===== src/rtl/add_sub_pipe_if.sv =====
// add_sub_pipe_if: operand/result valid-ready bundle between the register-read latches and the ALU mux.
interface add_sub_pipe_if #(
  parameter int WIDTH = 32
);
  logic             in_valid, in_ready, cin, sub, sat;
  logic             out_valid, out_ready, cout, ovf, zero;
  logic [WIDTH-1:0] a, b, z;
  modport master (
    output in_valid, a, b, cin, sub, sat, out_ready,
    input  in_ready, out_valid, z, cout, ovf, zero
  );
  modport slave (
    input  in_valid, a, b, cin, sub, sat, out_ready,
    output in_ready, out_valid, z, cout, ovf, zero
  );
endinterface


===== src/rtl/add_sub_pipe.sv =====
// add_sub_pipe: STAGES-deep valid/ready adder/subtractor, one slice of 4-bit CLA groups per stage.
// Define ADD_SAT_EN to build signed saturation, applied when the beat's sat bit is set.
module add_sub_pipe #(
  parameter int WIDTH  = 32,
  parameter int STAGES = 2
) (
  input logic           clock,
  input logic           clear,
  add_sub_pipe_if.slave s
);
  localparam int SW = WIDTH / STAGES;
  logic w_adv, w_out_v;
  assign w_adv      = ~w_out_v | s.out_ready;
  assign s.in_ready = w_adv;
  // Lookahead inside each 4-bit group; group carries ripple across the slice.
  function automatic logic [SW:0] cla(input logic [SW-1:0] x, input logic [SW-1:0] y, input logic ci);
    logic [SW-1:0] p, g;
    logic [SW:0]   c;
    p    = x ^ y;
    g    = x & y;
    c    = '0;
    c[0] = ci;
    for (int j = 0; j < SW; j += 4) begin
      c[j+1] = g[j] | (p[j] & c[j]);
      c[j+2] = g[j+1] | (p[j+1] & g[j]) | (p[j+1] & p[j] & c[j]);
      c[j+3] = g[j+2] | (p[j+2] & g[j+1]) | (p[j+2] & p[j+1] & g[j]) | (p[j+2] & p[j+1] & p[j] & c[j]);
      c[j+4] = g[j+3] | (p[j+3] & g[j+2]) | (p[j+3] & p[j+2] & g[j+1]) | (p[j+3] & p[j+2] & p[j+1] & g[j])
             | (p[j+3] & p[j+2] & p[j+1] & p[j] & c[j]);
    end
    return {c[SW], p ^ c[SW-1:0]};
  endfunction
  for (genvar k = 0; k < STAGES; k++) begin : gen_s
    localparam int SRCW = WIDTH - k * SW;
    localparam int ZW   = (k + 1) * SW;
    logic [SRCW-1:0] w_a, w_b;
    logic [ZW-1:0]   w_zr, w_z, r_z;
    logic [SW:0]     w_r;
    logic            w_ci, w_vi, r_v, r_c;
`ifdef ADD_SAT_EN
    logic            w_si;
`endif
    if (k == 0) begin : g_src
      assign w_a  = s.a;
      assign w_b  = s.sub ? ~s.b : s.b;
      assign w_ci = s.sub | s.cin;
      assign w_vi = s.in_valid;
      assign w_zr = w_r[SW-1:0];
`ifdef ADD_SAT_EN
      assign w_si = s.sat;
`endif
    end else begin : g_src
      // Upper operand slices arrive skewed; finished lower result slices ride alongside.
      assign w_a  = gen_s[k-1].g_nxt.r_a;
      assign w_b  = gen_s[k-1].g_nxt.r_b;
      assign w_ci = gen_s[k-1].r_c;
      assign w_vi = gen_s[k-1].r_v;
      assign w_zr = {w_r[SW-1:0], gen_s[k-1].r_z};
`ifdef ADD_SAT_EN
      assign w_si = gen_s[k-1].g_nxt.r_sat;
`endif
    end
    assign w_r = cla(w_a[SW-1:0], w_b[SW-1:0], w_ci);
    always_ff @(posedge clock or negedge clear)
      if (!clear) begin
        r_v <= 1'b0;
        r_c <= 1'b0;
        r_z <= '0;
      end else if (w_adv) begin
        r_v <= w_vi;
        r_c <= w_r[SW];
        r_z <= w_z;
      end
    if (k == STAGES - 1) begin : g_nxt
      logic w_ovf, r_ovf, r_zero;
      assign w_ovf = (w_a[SW-1] == w_b[SW-1]) & (w_r[SW-1] != w_a[SW-1]);
`ifdef ADD_SAT_EN
      assign w_z = (w_si & w_ovf) ? {w_a[SW-1], {(WIDTH-1){~w_a[SW-1]}}} : w_zr;
`else
      assign w_z = w_zr;
`endif
      always_ff @(posedge clock or negedge clear)
        if (!clear) begin
          r_ovf  <= 1'b0;
          r_zero <= 1'b0;
        end else if (w_adv) begin
          r_ovf  <= w_ovf;
          r_zero <= ~|w_z;
        end
      assign w_out_v     = r_v;
      assign s.out_valid = r_v;
      assign s.z         = r_z;
      assign s.cout      = r_c;
      assign s.ovf       = r_ovf;
      assign s.zero      = r_zero;
    end else begin : g_nxt
      logic [SRCW-SW-1:0] r_a, r_b;
      assign w_z = w_zr;
      always_ff @(posedge clock)
        if (w_adv) begin
          r_a <= w_a[SRCW-1:SW];
          r_b <= w_b[SRCW-1:SW];
        end
`ifdef ADD_SAT_EN
      logic r_sat;
      always_ff @(posedge clock)
        if (w_adv) r_sat <= w_si;
`endif
    end
  end
endmodule

===== src/flat_wrapper.sv =====
// flat-port wrapper written by rule: the top's interface ports become plain ports
module add_sub_pipe_flat 
#(
  parameter int WIDTH  = 32,
  parameter int STAGES = 2
)
  (clock, clear, s_in_valid, s_a, s_b, s_cin, s_sub, s_sat, s_out_ready, s_in_ready, s_out_valid, s_z, s_cout, s_ovf, s_zero);
  add_sub_pipe_if #(.WIDTH(WIDTH)) s_i ();
  input logic clock;
  input logic clear;
  input wire logic [$bits(s_i.in_valid)-1:0] s_in_valid;
  input wire logic [$bits(s_i.a)-1:0] s_a;
  input wire logic [$bits(s_i.b)-1:0] s_b;
  input wire logic [$bits(s_i.cin)-1:0] s_cin;
  input wire logic [$bits(s_i.sub)-1:0] s_sub;
  input wire logic [$bits(s_i.sat)-1:0] s_sat;
  input wire logic [$bits(s_i.out_ready)-1:0] s_out_ready;
  output wire logic [$bits(s_i.in_ready)-1:0] s_in_ready;
  output wire logic [$bits(s_i.out_valid)-1:0] s_out_valid;
  output wire logic [$bits(s_i.z)-1:0] s_z;
  output wire logic [$bits(s_i.cout)-1:0] s_cout;
  output wire logic [$bits(s_i.ovf)-1:0] s_ovf;
  output wire logic [$bits(s_i.zero)-1:0] s_zero;
  assign s_i.in_valid = s_in_valid;
  assign s_i.a = s_a;
  assign s_i.b = s_b;
  assign s_i.cin = s_cin;
  assign s_i.sub = s_sub;
  assign s_i.sat = s_sat;
  assign s_i.out_ready = s_out_ready;
  assign s_in_ready = s_i.in_ready;
  assign s_out_valid = s_i.out_valid;
  assign s_z = s_i.z;
  assign s_cout = s_i.cout;
  assign s_ovf = s_i.ovf;
  assign s_zero = s_i.zero;
  add_sub_pipe #(.WIDTH(WIDTH), .STAGES(STAGES)) u_core (.clock(clock), .clear(clear), .s(s_i));
endmodule

===== config.mk =====
export PLATFORM = sky130hd
export DESIGN_NAME = add_sub_pipe_flat
export DESIGN_NICKNAME = d
export VERILOG_FILES = /design/src/rtl/add_sub_pipe_if.sv /design/src/rtl/add_sub_pipe.sv /design/src/flat_wrapper.sv
export SDC_FILE = /design/constraint.sdc
export NUM_CORES = 1
export LEC_CHECK = 0
export ABC_AREA = 1
export CAP_MARGIN = 20
export CELL_PAD_IN_SITES_DETAIL_PLACEMENT = 0
export CELL_PAD_IN_SITES_GLOBAL_PLACEMENT = 2
export CORE_ASPECT_RATIO = 1.25
export CORE_MARGIN = 2
export CORE_UTILIZATION = 28
export DETAILED_ROUTE_END_ITERATION = 8
export GPL_TIMING_DRIVEN = 0
export PLACE_DENSITY_LB_ADDON = 0.1
export SYNTH_ARGS = -nofsm -noshare
export SYNTH_HDL_FRONTEND = slang
export SYNTH_SLANG_ARGS = --single-unit

===== constraint.sdc =====
create_clock -name clock -period 3 [get_ports clock]
set_clock_uncertainty 0.1 [all_clocks]
set_input_delay 0.3 -clock clock [delete_from_list [all_inputs] [get_ports clock]]
set_output_delay 0.3 -clock clock [all_outputs]
set_load 0.02 [all_outputs]

==> run_results.csv <==
group,metric,value,unit
timing,tightest_slew,0.716,ns
global_route,grt_antenna_before_repair,0,
outcome,violations,"setup timing",
timing,maxSlewViolCount,0,
die,fp.dieH,151,um
setup_path,r2r-start,"u_core.gen_s[0].g_nxt.r_b[3]$_DFFE_PP_",
timing,maxSlewHeadroom,52.3,%
global_route,grt.total_usage,14.6,%
detailed_routing,drt_iter0_markers,123,
timing,rsz0062_at_grt,"yes",
synthesis,yosysWarningCount,0,
die,ios,108,
setup_path,worstSetupEndpointType,"register",
die,start_util,28.7,%
setup_path,worst-setup-path-type,"reg2reg",
detailed_routing,drt-wirelength-per-cell,14.4,um
timing,hold_viol,0,
place,dp_cells,859,
global_route,grt.overflow.total,0,
min_path,min_to,"u_core.s.out_valid$_DFFE_PN0P_",
die,core-area,0.0169,mm2
final_layout,areaGrowthSynthToFinish,37.5,%
synthesis,syn_inst,532,
timing,setup_slack,-0.138,ns
die,num_rows,53,
setup_path,cp-start-kind,"register",
timing,fin_setup_tns,-0.138,ns
synthesis,syn_area,0.00485,mm2
die,die_w,122,um
final_layout,final_nets,763,
detailed_routing,first_pass_iters,4,
final_layout,final_cell_mix,"nand2_1 (155), clkdlybuf4s50_1 (104), dfrtp_1 (54), inv_1 (46), nor2_1 (38)",
global_route,grt_max_degree,29,
setup_path,reg2regPathDepth,23,
clock_network,clk_path_buf_depth,2,
setup_path,cp_cell_sequence,"ha_4, nand2_1, nor2_1, nor2_2, nand3_2, nand2_2, nand2_4, nand2_4, nand2_4, fa_2, nor2_4, nand2_1, nor2_1, nand2_1, nor2_1, nand3_1, nor2_1, nand2_1, nor2_2, nand2_1, nor2_1, nand3_1, nand2_1",
clock_network,cts_tree,"done",
synthesis,syn_area_per_cell,9.12,um2
clock_network,htreeDepth,3,
min_path,worstHoldPathType,"reg2reg",
clock_network,clock-sinks,86,
place,hpwl,9.78,mm
detailed_routing,viasPerCell,4.32,
setup_path,arrival,3.32,ns
setup_path,critPathMostFrequentCell,"nand2_1",
place,gp_congestion,0.769,
place,port_buffers,105,
clock_network,clock_latency,0.34,ns
outcome,status,"finished with violations",
detailed_routing,antenna_left,0,
clock_network,cts-buffers-inserted,9,
setup_path,cpMaxStageDelayCell,"fa_2",
setup_path,path_max_fanout,5,
final_layout,fin_cells,877,
global_route,grt_pass1_wl,20.4,mm
job,drv_cap,0,
setup_path,cp_data_required_time,3.18,ns
setup_path,r2r_setup_slack,-0.14,ns
timing,fin_crit_sh,105,%
setup_path,max_stage_delay,0.48,ns
detailed_routing,finalWirelength,12.7,mm
min_path,hold_depth,2,
synthesis,synthesis.nets,643,
die,die-area,0.0184,mm2
timing,finalSetupViolCount,1,
detailed_routing,drc,0,
pwr,powerDensity,693,mW/mm2
synthesis,ys_seq_elements,86,
place,dpl_worst_slack,-0.501,ns
pwr,leakage,3.03,nW
final_layout,mostFrequentLayoutCell,"nand2_1",
timing,min_period,3.14,ns
timing,fmax,0.319,GHz
global_route,grt_pass1_vias,4028,
synthesis,seq_area_frac_synth,47.7,%
final_layout,drive_gt1_share,9.44,%
min_path,worst_hold_startpoint,"u_core.gen_s[0].r_v$_DFFE_PN0P_",
clock_network,cts_root_buffer,"clkbuf_16",
detailed_routing,vias,3786,
setup_path,r2r_end,"u_core.s.zero$_DFFE_PN0P_",
final_layout,antenna_cells,0,
pwr,max-vdd-ir-drop,0.000267,V
synthesis,ys_types,34,
clock_network,cts.clk_slew.worst_paths,0.07,ns
==> repair_timing <==
action	4_1_cts	5_1_grt
cloned	0	0
hold buffers	1	0
endpoints found under the setup margin	1	1
endpoints found under the hold margin	27	0
pin swaps	2	2
buffers inserted	1	0
gates resized for setup	14	3
==> cell type report <==
class	count	area, um2
buffer	15	71.3
multi-input combinational	382	2390
timing repair buffer	109	1100
fill	1737	10200
clock buffer	10	239
sequential	86	2310
inverter	49	184
clock inverter	6	92.6
tap	220	275
==> worst max-delay path, delay by kind of cell, from the launching register on <==
kind	cells	cell delay [ns]
adders and majority gates	2	0.80
DFF	1	0.43
and+or+nand+nor	21	1.76
==> state kept, by name, summed over array words and instances (netlist names) <==
register,flops
u_core.gen_s.r_v,1
u_core.s.cout,1
u_core.gen_s.g_nxt.r_b,16
u_core.gen_s.r_c,1
u_core.s.z,32
u_core.gen_s.g_nxt.r_a,16
u_core.s.out_valid,1
u_core.gen_s.r_z,16
u_core.s.ovf,1
u_core.s.zero,1
==> routing by layer <==
layer	GRT usage (%)	up-vias	part of all wire, %
met3	2.52	15	3.3
met2	26.4	74	51
met4	4.48	0	1.8
met5	0	-	0
met1	17.6	1752	44
li1	-	1945	-
==> per-stage QoR <==
step	power [W]	utilization [%]	hold slack, ns	area (um2)
detailed placement	0.00337	36.7	0.305	6210
floorplan	0.00262	-	-0.0956	4850
CTS	0.00469	39.4	0.358	6660
global route	0.00495	39.5	0.385	6670
global placement	0.00335	36.5	0.330	6180
finish	0.00462	39.5	0.351	6670
==> logic make-up after synthesis <==
group | share of synthesized area, %
AOI/OAI and AO/OA | 5.78
xor gates and xnor gates | 8.12
adders and majority gates | 11.6
buffers and inverters | 5.24
DFF | 47.7
and+or+nand+nor | 21.6
==> cell usage after synthesis (all sizes together) <==
library cell | n | area, um2
a211oi | 1 | 12.5
a21o | 2 | 15.0
a21oi | 15 | 75.1
a31oi | 4 | 25.0
and2 | 1 | 6.26
and3 | 1 | 6.26
buf | 8 | 43.8
clkbuf | 7 | 26.3
dfrtp | 54 | 1350
edfxtp | 32 | 961
fa | 8 | 160
ha | 32 | 400
inv | 49 | 184
nand2 | 166 | 656
nand3 | 24 | 130
nand3b | 5 | 37.5
nand4 | 3 | 25.0
nor2 | 42 | 158
nor3 | 1 | 10.0
o21a | 2 | 15.0
o21ai | 26 | 130
o21bai | 1 | 7.51
or2 | 3 | 21.3
xnor2 | 10 | 87.6
xor2 | 35 | 307
==> power by group <==
group	internal (W)	total [W]	switching, W	leakage, nW
Combinational	0.000758	0.00167	0.000913	1.90
Sequential	0.00152	0.00171	0.000194	0.972
Clock	0.000759	0.00124	0.000478	0.164
==> worst max path at each step <==
stage | slack (ns) | endpoint | cells after the start | startpoint
after floorplan | 0.20 | u_core.s.zero$_DFFE_PN0P_ | 23 | u_core.gen_s[0].g_nxt.r_b[3]$_DFFE_PP_
after global placement | -1.09 | s_in_ready | 5 | s_out_ready
after detailed placement | -0.50 | u_core.s.zero$_DFFE_PN0P_ | 23 | u_core.gen_s[0].g_nxt.r_b[3]$_DFFE_PP_
after CTS | -0.20 | u_core.s.zero$_DFFE_PN0P_ | 23 | u_core.gen_s[0].g_nxt.r_b[3]$_DFFE_PP_
after global routing | -0.44 | u_core.s.zero$_DFFE_PN0P_ | 21 | u_core.gen_s[0].g_nxt.r_b[6]$_DFFE_PP_
final | -0.14 | u_core.s.zero$_DFFE_PN0P_ | 23 | u_core.gen_s[0].g_nxt.r_b[3]$_DFFE_PP_
(Power assumes the default switching activity.)
